## config.mk

```make
export PLATFORM = sky130hd
export DESIGN_NAME = datapath_rf
export DESIGN_NICKNAME = d
export VERILOG_FILES = /design/src/rtl/datapath_rf.sv
export SDC_FILE = /design/constraint.sdc
export NUM_CORES = 1
export LEC_CHECK = 0
export ABC_AREA = 0
export CAP_MARGIN = 15
export CORE_ASPECT_RATIO = 2
export CORE_MARGIN = 2
export CORE_UTILIZATION = 40
export CTS_BUF_LIST = sky130_fd_sc_hd__clkbuf_4
export DETAILED_ROUTE_END_ITERATION = 12
export PLACE_DENSITY = 0.65
export SYNTH_ARGS = -nofsm -noshare
export SYNTH_HDL_FRONTEND = slang
export SYNTH_SLANG_ARGS = --single-unit
```

## constraint.sdc

```tcl
create_clock -name clock -period 4.3 [get_ports clock]
set_clock_uncertainty 0.2 [all_clocks]
set_input_delay 0.86 -clock clock [delete_from_list [all_inputs] [get_ports clock]]
set_output_delay 0.86 -clock clock [all_outputs]
set_load 0.05 [all_outputs]
```

## src/rtl/datapath_rf.sv

```systemverilog
// Register-file datapath: PC, IR, accumulator, register file and ALU, driven
// by a two-state command FSM. Single-cycle commands finish on the accept
// edge; FETCH/LOAD_REG/STORE_REG hold a memory request until mem_ack.
module datapath_rf #(
  parameter int INST_SIZE     = 6,
  parameter int REG_ADDR_SIZE = 4,
  parameter int MEM_ADDR_SIZE = 6,
  parameter int WORD_SIZE     = INST_SIZE + REG_ADDR_SIZE + MEM_ADDR_SIZE,
  parameter int R0_ZERO       = 1
) (
  input  logic                     clock,
  input  logic                     reset,
  input  logic                     cmd_valid,
  output logic                     cmd_ready,
  input  logic [2:0]               cmd,
  input  logic [2:0]               alu_operation,
  output logic                     done,
  output logic [INST_SIZE-1:0]     opcode,
  output logic                     alu_zero,
  output logic                     alu_overflow,
  output logic                     mem_req,
  output logic                     mem_we,
  output logic [MEM_ADDR_SIZE-1:0] mem_address_bus,
  output logic [WORD_SIZE-1:0]     mem_data_out,
  input  logic [WORD_SIZE-1:0]     mem_data_in,
  input  logic                     mem_ack,
  output logic [MEM_ADDR_SIZE-1:0] pc_out
);
  localparam int NUM_REGS = 2**REG_ADDR_SIZE;

  localparam logic [0:0] S_IDLE = 1'b0;
  localparam logic [0:0] S_MEM  = 1'b1;

  localparam logic [2:0] C_FETCH  = 3'd0;
  localparam logic [2:0] C_LOAD   = 3'd1;
  localparam logic [2:0] C_STORE  = 3'd2;
  localparam logic [2:0] C_ALU    = 3'd3;
  localparam logic [2:0] C_MOV    = 3'd4;
  localparam logic [2:0] C_LIMM   = 3'd5;
  localparam logic [2:0] C_JUMP   = 3'd6;
  localparam logic [2:0] C_BRZ    = 3'd7;

  logic [0:0]               state;
  logic [2:0]               cmd_q;
  logic [MEM_ADDR_SIZE-1:0] pc;
  logic [WORD_SIZE-1:0]     ir;
  logic [WORD_SIZE-1:0]     acc;
  logic [WORD_SIZE-1:0]     rf [NUM_REGS];

  logic [MEM_ADDR_SIZE-1:0] op1;
  logic [REG_ADDR_SIZE-1:0] rsel;
  logic                     r0_hit;
  logic [WORD_SIZE-1:0]     rval;
  logic [WORD_SIZE-1:0]     sum, diff, alu_res;
  logic                     alu_ovf;

  assign op1       = ir[WORD_SIZE-INST_SIZE-1 -: MEM_ADDR_SIZE];
  assign rsel      = ir[REG_ADDR_SIZE-1:0];
  assign opcode    = ir[WORD_SIZE-1 -: INST_SIZE];
  assign pc_out    = pc;
  assign cmd_ready = (state == S_IDLE);

  // R0 is hardwired to zero when R0_ZERO is set: reads return 0, writes drop
  assign r0_hit = (R0_ZERO != 0) && (rsel == '0);
  assign rval   = r0_hit ? '0 : rf[rsel];

  assign sum  = acc + rval;
  assign diff = acc - rval;

  // ALU result and signed-overflow for the op offered with the command
  always_comb begin
    alu_res = '0;
    alu_ovf = 1'b0;
    case (alu_operation)
      3'd0: begin
        alu_res = sum;
        alu_ovf = (acc[WORD_SIZE-1] == rval[WORD_SIZE-1]) &&
                  (sum[WORD_SIZE-1] != acc[WORD_SIZE-1]);
      end
      3'd1: begin
        alu_res = diff;
        alu_ovf = (acc[WORD_SIZE-1] != rval[WORD_SIZE-1]) &&
                  (diff[WORD_SIZE-1] != acc[WORD_SIZE-1]);
      end
      3'd2: alu_res = acc & rval;
      3'd3: alu_res = acc | rval;
      3'd4: alu_res = acc ^ rval;
      3'd5: alu_res = ~acc;
      3'd6: alu_res = {acc[WORD_SIZE-2:0], 1'b0};
      default: alu_res = {1'b0, acc[WORD_SIZE-1:1]};
    endcase
  end

  // Command FSM, architectural state and registered memory interface
  always_ff @(posedge clock) begin
    if (reset) begin
      state           <= S_IDLE;
      cmd_q           <= C_FETCH;
      pc              <= '0;
      ir              <= '0;
      acc             <= '0;
      alu_zero        <= 1'b0;
      alu_overflow    <= 1'b0;
      done            <= 1'b0;
      mem_req         <= 1'b0;
      mem_we          <= 1'b0;
      mem_address_bus <= '0;
      mem_data_out    <= '0;
      for (int i = 0; i < NUM_REGS; i++) rf[i] <= '0;
    end else begin
      done <= 1'b0;
      if (state == S_IDLE) begin
        if (cmd_valid) begin
          case (cmd)
            C_FETCH, C_LOAD, C_STORE: begin
              state           <= S_MEM;
              cmd_q           <= cmd;
              mem_req         <= 1'b1;
              mem_we          <= (cmd == C_STORE);
              mem_address_bus <= (cmd == C_FETCH) ? pc : op1;
              mem_data_out    <= (cmd == C_STORE) ? rval : '0;
            end
            C_ALU: begin
              acc          <= alu_res;
              alu_zero     <= (alu_res == '0);
              alu_overflow <= alu_ovf;
              done         <= 1'b1;
            end
            C_MOV: begin
              if (!r0_hit) rf[rsel] <= acc;
              done <= 1'b1;
            end
            C_LIMM: begin
              acc  <= WORD_SIZE'(op1);
              done <= 1'b1;
            end
            C_JUMP: begin
              pc   <= op1;
              done <= 1'b1;
            end
            default: begin
              if (alu_zero) pc <= op1;
              done <= 1'b1;
            end
          endcase
        end
      end else if (mem_ack) begin
        // IR is untouched while in MEM, so rsel still names the target register
        if (cmd_q == C_FETCH) begin
          ir <= mem_data_in;
          pc <= pc + MEM_ADDR_SIZE'(1);
        end else if (cmd_q == C_LOAD && !r0_hit) begin
          rf[rsel] <= mem_data_in;
        end
        state        <= S_IDLE;
        mem_req      <= 1'b0;
        mem_we       <= 1'b0;
        mem_data_out <= '0;
        done         <= 1'b1;
      end
    end
  end
endmodule
```

==> impl_metrics.json, run 1 <==
{
  "violations": "negative setup slack",
  "tightest_slew_ns": 1.124,
  "place_ws_ns": -0.8693,
  "p_leak_uw": 0.008074,
  "grt_pass1_wl_mm": 86.06,
  "synth_area_per_cell_sq_um": 11.29,
  "synth_top_area_cell": "edfxtp_1",
  "clk_latency_ns": 0.80,
  "reg2reg_depth": 17,
  "grt_use_met3_pct": 3.671,
  "cts_buffers": 74,
  "finalSetupViolCount": 7,
  "hold_path_depth": 2,
  "async_flop_share_pct": 0,
  "hpwl_mm": 43.58,
  "grt_use_total_pct": 26.15,
  "worst_path_max_delay_cell": "mux4_2",
  "ys_ff_latch": 329,
  "fin_crit_ns": 4.692,
  "die_y_microns": 296.8,
  "drive_gt1_share_pct": 32.53,
  "fmax_ghz": 0.2131,
  "die_w_microns": 150.4,
  "r2r-end": "alu_zero",
  "crit_buf_inv": 4,
  "gp_congestion": 0.9889,
  "path_clk_slew_ns": 0.09,
  "critPathArrivalTime_ns": 5.21,
  "synthCells": 1519,
  "final_hold_viol_count": 0,
  "cpPeakStageDelay_ns": 0.50,
  "grt_use_met1_pct": 24.04,
  "clock-sinks": 329,
  "cp_max_fo": 8,
  "numPortBuffers": 65,
  "rsz0062_at_grt": "true",
  "start_kind": "register",
  "whs_endpoint": "acc[0]",
  "cts_tree": "done",
  "drt_iter0_markers": 1024,
  "drcViolationCount": 0,
  "avgViaCountPerCell": 5.584,
  "grt_max_degree": 56,
  "start_util_pct": 40.41,
  "antenna_found_initial": 1,
  "hold_path_startpoint": "reset",
  "grtUsageMet2_pct": 50.57,
  "synth_top_area_share_pct": 44.82,
  "worstPathRequired_ns": 4.81,
  "power.density_nw_per_um2": 330.4,
  "firstDrtPassIters": 7,
  "synth_area_leaders": "edfxtp_1, mux4_2, dfxtp_1",
  "tns_ns": -0.8119,
  "synth_seq_area_share_pct": 53.35,
  "final_cells": 2452,
  "ys.warnings.count": 0,
  "fin_crit_sh_pct": 109.1,
  "clockRootBuffer": "clkbuf_4",
  "wl_mm": 57.32,
  "core_area_sq_um": 42440,
  "placementRows": 107,
  "crit_path_end_kind": "register",
  "die_area_sq_um": 44650,
  "path_cells": "buf_12 > buf_4 > mux4_2 > mux4_2 > nor2b_1 > inv_1 > ha_4 > buf_4 > a21oi_4 > nand2_4 > o21ai_2 > a21oi_1 > o21ba_2 > o32a_1 > a2111o_1 > or4_1 > o21ai_1",
  "register_area_sq_um": 9154,
  "drt.antenna.violating_nets": 0,
  "status": "finished with violations",
  "dp.cells": 2283,
  "r2r_setup_slack_ns": -0.39,
  "busiest_layer": "met2",
  "hold_path_class": "input pin to register",
  "synthFlopType": "edfxtp_1",
  "vias": 13690,
  "vdd_drop_max_uv": 166.2,
  "slew_headroom_pct": 24.89,
  "syn2layout_area_growth_pct": 29.34,
  "timing.final.max_slew_violations": 0,
  "drv_cap": 0,
  "power.total_uw": 7330,
  "io_pins": 66,
  "final_core_util_pct": 52.27,
  "multi_input_area_sq_um": 8040,
  "htree_levels": 3,
  "clockBufferDepth": 3,
  "overflow": 0,
  "yosysUniqueCellTypes": 78,
  "nNetsFinal": 1926,
  "syn_area_sq_um": 17150,
  "first_global_vias": 14590,
  "worst-setup-path-type": "register to register",
  "synth_edf_count": 256,
  "fillCellCount": 3637,
  "post_drt_wl_per_cell_microns": 23.38,
  "critPathTopFamily": "compound AO/OA/AOI/OAI gates",
  "fin_ws_ns": -0.3923
}
placed cells by master (no fill, tap or decap), types with 21 or more instances in the layout:
cell type and instances:
a21oi_1 53, a22oi_1 28, buf_4 258, clkbuf_4 99, clkdlybuf4s50_1 64, clkinv_1 23
dfxtp_1 71, edfxtp_1 256, ha_1 40, inv_1 43, mux2i_1 35, mux4_2 80
nand2_1 99, nand2b_1 29, nand3_1 21, nor2_1 333
stage by stage:
stage	cell area, sq um	hold slack, ns
2_1_floorplan	17350	0.2367
3_3_place_gp	20140	0.2431
3_5_place_dp	20140	0.2496
4_1_cts	21910	0.1893
5_1_grt	22180	0.1998
6_report	22180	0.2423
cells in the mapped netlist (8+ instances only):
library cell / instances
buf_4: 19
o22ai_1: 11
nor2_1: 342
nand2_1: 103
a211oi_1: 16
a22oi_1: 29
mux2i_1: 36
o21ai_0: 25
nor3_1: 26
clkbuf_1: 61
a21oi_1: 64
nand3_1: 22
mux4_2: 80
inv_1: 51
and3_1: 8
ha_1: 52
edfxtp_1: 256
o31ai_1: 8
nand2b_1: 29
nor2b_1: 27
buf_2: 24
o211ai_1: 11
dfxtp_1: 73
layout make-up:
class,instances,share of cell area (%)
tap,545,3.074
clock inverter,38,1.106
multi-input combinational,1037,36.25
inverter,53,0.8968
antenna,1,0.01128
clock buffer,98,3.317
sequential,329,41.27
timing repair buffer,351,14.08
cell families (layout without fill, tap and decap cells):
logic type,Yosys count,after routing,share of synthesized area (%)
AND/OR/NAND/NOR,594,594,15.07
flip-flops,329,329,53.34
AO/OA/AOI/OAI,244,244,9.732
buffers and inverters,168,540,4.450
multiplexers,122,122,13.00
adder cells (fa/ha/maj),54,54,4.027
XOR/XNOR,7,7,0.3575
other,1,17,0.02187
where the power goes:
part / internal (uW) / total, uW / switching, uW
Combinational: 543 / 1180 / 636
Clock: 1270 / 2580 / 1310
Sequential: 3520 / 3570 / 53.2
repair_timing:
item	in CTS	in global routing
endpoints found under the setup margin	12	10
gates resized for setup	114	44
pin swaps	29	25
hold buffers	0	0
setup buffers	24	6
gates cloned	2	0
routing by layer:
layer,vias up,wire length [microns],share of wire [%]
li1,6207,-,-
met1,6732,17550,31
met2,543,33010,58
met3,211,2397,4.2
met4,0,4371,7.6
met5,-,0,0
worst max-delay path by stage:
stage	start	to	slack [ns]	depth (start not counted)
after floorplan	register	alu_zero	-0.01	16
after global placement	register	alu_zero	-0.88	15
after detailed placement	register	alu_zero	-0.87	15
after CTS	register	alu_zero	-0.48	16
after global routing	register	alu_zero	-0.53	18
final	register	alu_zero	-0.39	17
registers in the layout, summed over array words and instances (netlist names), 3 cells and up, named ones only:
signal           cells
acc                 16
cmd_q                3
ir                  16
mem_address_bus      6
mem_data_out        16
pc_out               6
rf                 256
(Power assumes the default switching activity.)
==> run 2: changes to the inputs <==
--- a/config.mk
+++ b/config.mk
@@ -9,10 +9,9 @@
 export CAP_MARGIN = 15
 export CORE_ASPECT_RATIO = 2
 export CORE_MARGIN = 2
-export CORE_UTILIZATION = 40
-export CTS_BUF_LIST = sky130_fd_sc_hd__clkbuf_4
+export CORE_UTILIZATION = 39
 export DETAILED_ROUTE_END_ITERATION = 12
-export PLACE_DENSITY = 0.65
+export PLACE_DENSITY = 0.64
 export SYNTH_ARGS = -nofsm -noshare
 export SYNTH_HDL_FRONTEND = slang
 export SYNTH_SLANG_ARGS = --single-unit
==> run 2 against run 1 <==
  * The run still ends with negative setup slack left
  * Core utilization decreased by 1.7 points
  * Combinational power about the same
  * Register-to-register slack got worse by 0.13 ns
  * Via count shrank 2.1%
  * Sequential power about the same
  * Final cell count decreased by 3.0%
  * Die area rose by 2.5%
  * Critical endpoint unchanged
  * Largest cell class unchanged
  * Largest power group unchanged
==> impl_metrics.json, run 2 (synthesized netlist as in run 1, its figures left out) <==
{
  "rsz0062_at_grt": "true",
  "fin_crit_sh_pct": 112.2,
  "multi_input_area_sq_um": 7913,
  "drv_cap": 0,
  "tightest_slew_ns": 0.9062,
  "avgViaCountPerCell": 5.637,
  "clockBufferDepth": 3,
  "p_leak_uw": 0.007877,
  "layout_common_cells": "nor2_1, buf_4, edfxtp_1",
  "path_clk_slew_ns": 0.07,
  "clk_latency_ns": 0.58,
  "p_int_uw": 5501,
  "io_pins": 66,
  "p_clk_share_pct": 35.6,
  "tns_ns": -1.256,
  "cts_buffers": 29,
  "final_core_util_pct": 50.53,
  "violations": "negative setup slack",
  "wl_mm": 56.64,
  "gp_congestion": 0.9510,
  "start_kind": "register",
  "clockRootBuffer": "clkbuf_16",
  "firstDrtPassIters": 6,
  "vias": 13410,
  "die_area_sq_um": 45770,
  "drt.antenna.violating_nets": 0,
  "largest_reg_flops": 256,
  "place_area_sq_um": 20230,
  "die_w_microns": 152.3,
  "p_seq_share_pct": 48.2,
  "critPathArrivalTime_ns": 5.14,
  "timing.final.max_slew_violations": 0,
  "antenna_cells": 0,
  "fmax_ghz": 0.2073,
  "first_global_vias": 14270,
  "register_area_sq_um": 9156,
  "drcViolationCount": 0,
  "grt_pass1_wl_mm": 84.01,
  "syn2layout_area_growth_pct": 27.79,
  "cp_max_fo": 5,
  "vdd_drop_max_uv": 288.0,
  "grt_max_degree": 50,
  "hold_path_class": "register to register",
  "fin_area_sq_um": 21920,
  "dp.cells": 2305,
  "numPortBuffers": 65,
  "status": "finished with violations",
  "htree_levels": 1,
  "final_common_cell": "nor2_1",
  "cts_tree": "done",
  "netSwitchingPower_uw": 1898,
  "fillCellCount": 3815,
  "fin_crit_ns": 4.825,
  "nNetsFinal": 1887,
  "hpwl_mm": 43.57,
  "die_y_microns": 300.6,
  "drt_iter0_markers": 968,
  "overflow": 0,
  "worst-setup-path-type": "register to register",
  "cts.hold.buffers_added": 0,
  "final_cells": 2378,
  "crit_path_end_kind": "register",
  "antenna_found_initial": 0,
  "final_hold_viol_count": 0,
  "worstPathRequired_ns": 4.61,
  "regMostFlops": "rf",
  "finalSetupViolCount": 6,
  "grt_use_total_pct": 24.23,
  "start_util_pct": 39.54,
  "core_area_sq_um": 43380,
  "drive_gt1_share_pct": 28.50,
  "post_drt_wl_per_cell_microns": 23.82,
  "p_sw_share_pct": 25.65,
  "pwr-share-comb_pct": 16.2,
  "power.density_nw_per_um2": 337.6,
  "clock-sinks": 329,
  "fin_ws_ns": -0.5246,
  "slew_headroom_pct": 39.58,
  "placementRows": 108
}
-- run 2: cell types whose count changed in the layout (fill, tap and decap cells not counted), moves of 7 or more --
cell	delta
inv_2	-8
buf_4	+14
clkbuf_4	-99
clkinv_1	-17
inv_1	+7
clkbuf_16	+30
-- run 2: timing repair --
item / 4_1_cts / 5_1_grt
setup endpoints to repair: 12 / 11
buffers inserted: 19 / 3
resized for setup: 59 / 52
hold endpoints to repair: 0 / 0
pin swaps: 27 / 10
gates cloned: 0 / 1
-- run 2: cell type report --
cell class | instances | share of cell area [%]
Inverter | 53 | 0.9077
Timing Repair Buffer | 357 | 13.87
Multi-Input combinational cell | 1037 | 36.10
Tap cell | 550 | 3.140
Clock inverter | 17 | 0.7821
Clock buffer | 35 | 3.414
Sequential cell | 329 | 41.78
-- run 2: critical path, cell delays in order, from the launching register on --
cell	delay, ns
dfxtp_4	0.38
buf_6	0.14
buf_4	0.13
mux4_2	0.52
mux4_2	0.50
nor2b_1	0.17
inv_1	0.11
buf_4	0.12
ha_1	0.16
nor2b_4	0.22
nor3_4	0.08
buf_6	0.13
a211oi_4	0.26
buf_4	0.15
nor3_1	0.04
buf_4	0.16
o21ai_4	0.15
buf_4	0.13
o21a_1	0.18
o311ai_1	0.12
buf_4	0.15
or4_1	0.49
o21ai_1	0.09
-- run 2: per-stage QoR --
step / total power (uW) / worst slack [ns] / hold WS (ns)
CTS: 7365 / -0.5376 / 0.2564
finish: 7399 / -0.5246 / 0.2552
global placement: 4653 / -0.8139 / 0.2452
detailed placement: 4669 / -0.9180 / 0.2470
floorplan: 4175 / -0.01482 / 0.2367
global route: 7618 / -0.6684 / 0.2880
-- run 2: power groups by stage --
stage	sequential (uW)	clock (uW)	combinational (uW)
5_1_grt	3580	2780	1260
3_5_place_dp	3640	0	1030
6_report	3570	2640	1200
3_3_place_gp	3630	0	1020
4_1_cts	3570	2670	1130
2_1_floorplan	3640	0	535
-- run 2: final timing paths --
check / start / to / slack (ns) / cells past startpoint
worst max-delay path: register / alu_zero / -0.52 / 22
worst max register to register: register / alu_zero / -0.52 / 22
worst min register to register: ir[14] / ir[14] / 0.26 / 2
worst min-delay path: ir[14] / ir[14] / 0.26 / 2
-- run 2: layer usage --
layer / GRT usage, % / up-vias / routed length (microns)
met5: 0 / - / 0
met4: 17.31 / 0 / 4586
met3: 1.986 / 234 / 2148
met2: 48.46 / 471 / 32080
met1: 22.58 / 6641 / 17830
li1: - / 6059 / -
==> run 3: changes to the inputs <==
==> constraint.sdc (replaced) <==
create_clock -name clock -period 4.3 [get_ports clock]
set_clock_uncertainty 0.2 [all_clocks]
set_input_delay 0.86 -clock clock [delete_from_list [all_inputs] [get_ports clock]]
set_output_delay 0.86 -clock clock [all_outputs]
set_load 0.005 [all_outputs]
==> results of run 3 <==
The final DEF is identical to that of run 2. Status: finished with violations: negative setup slack.
Among the figures that moved: total power 7399 uW -> 7370 uW
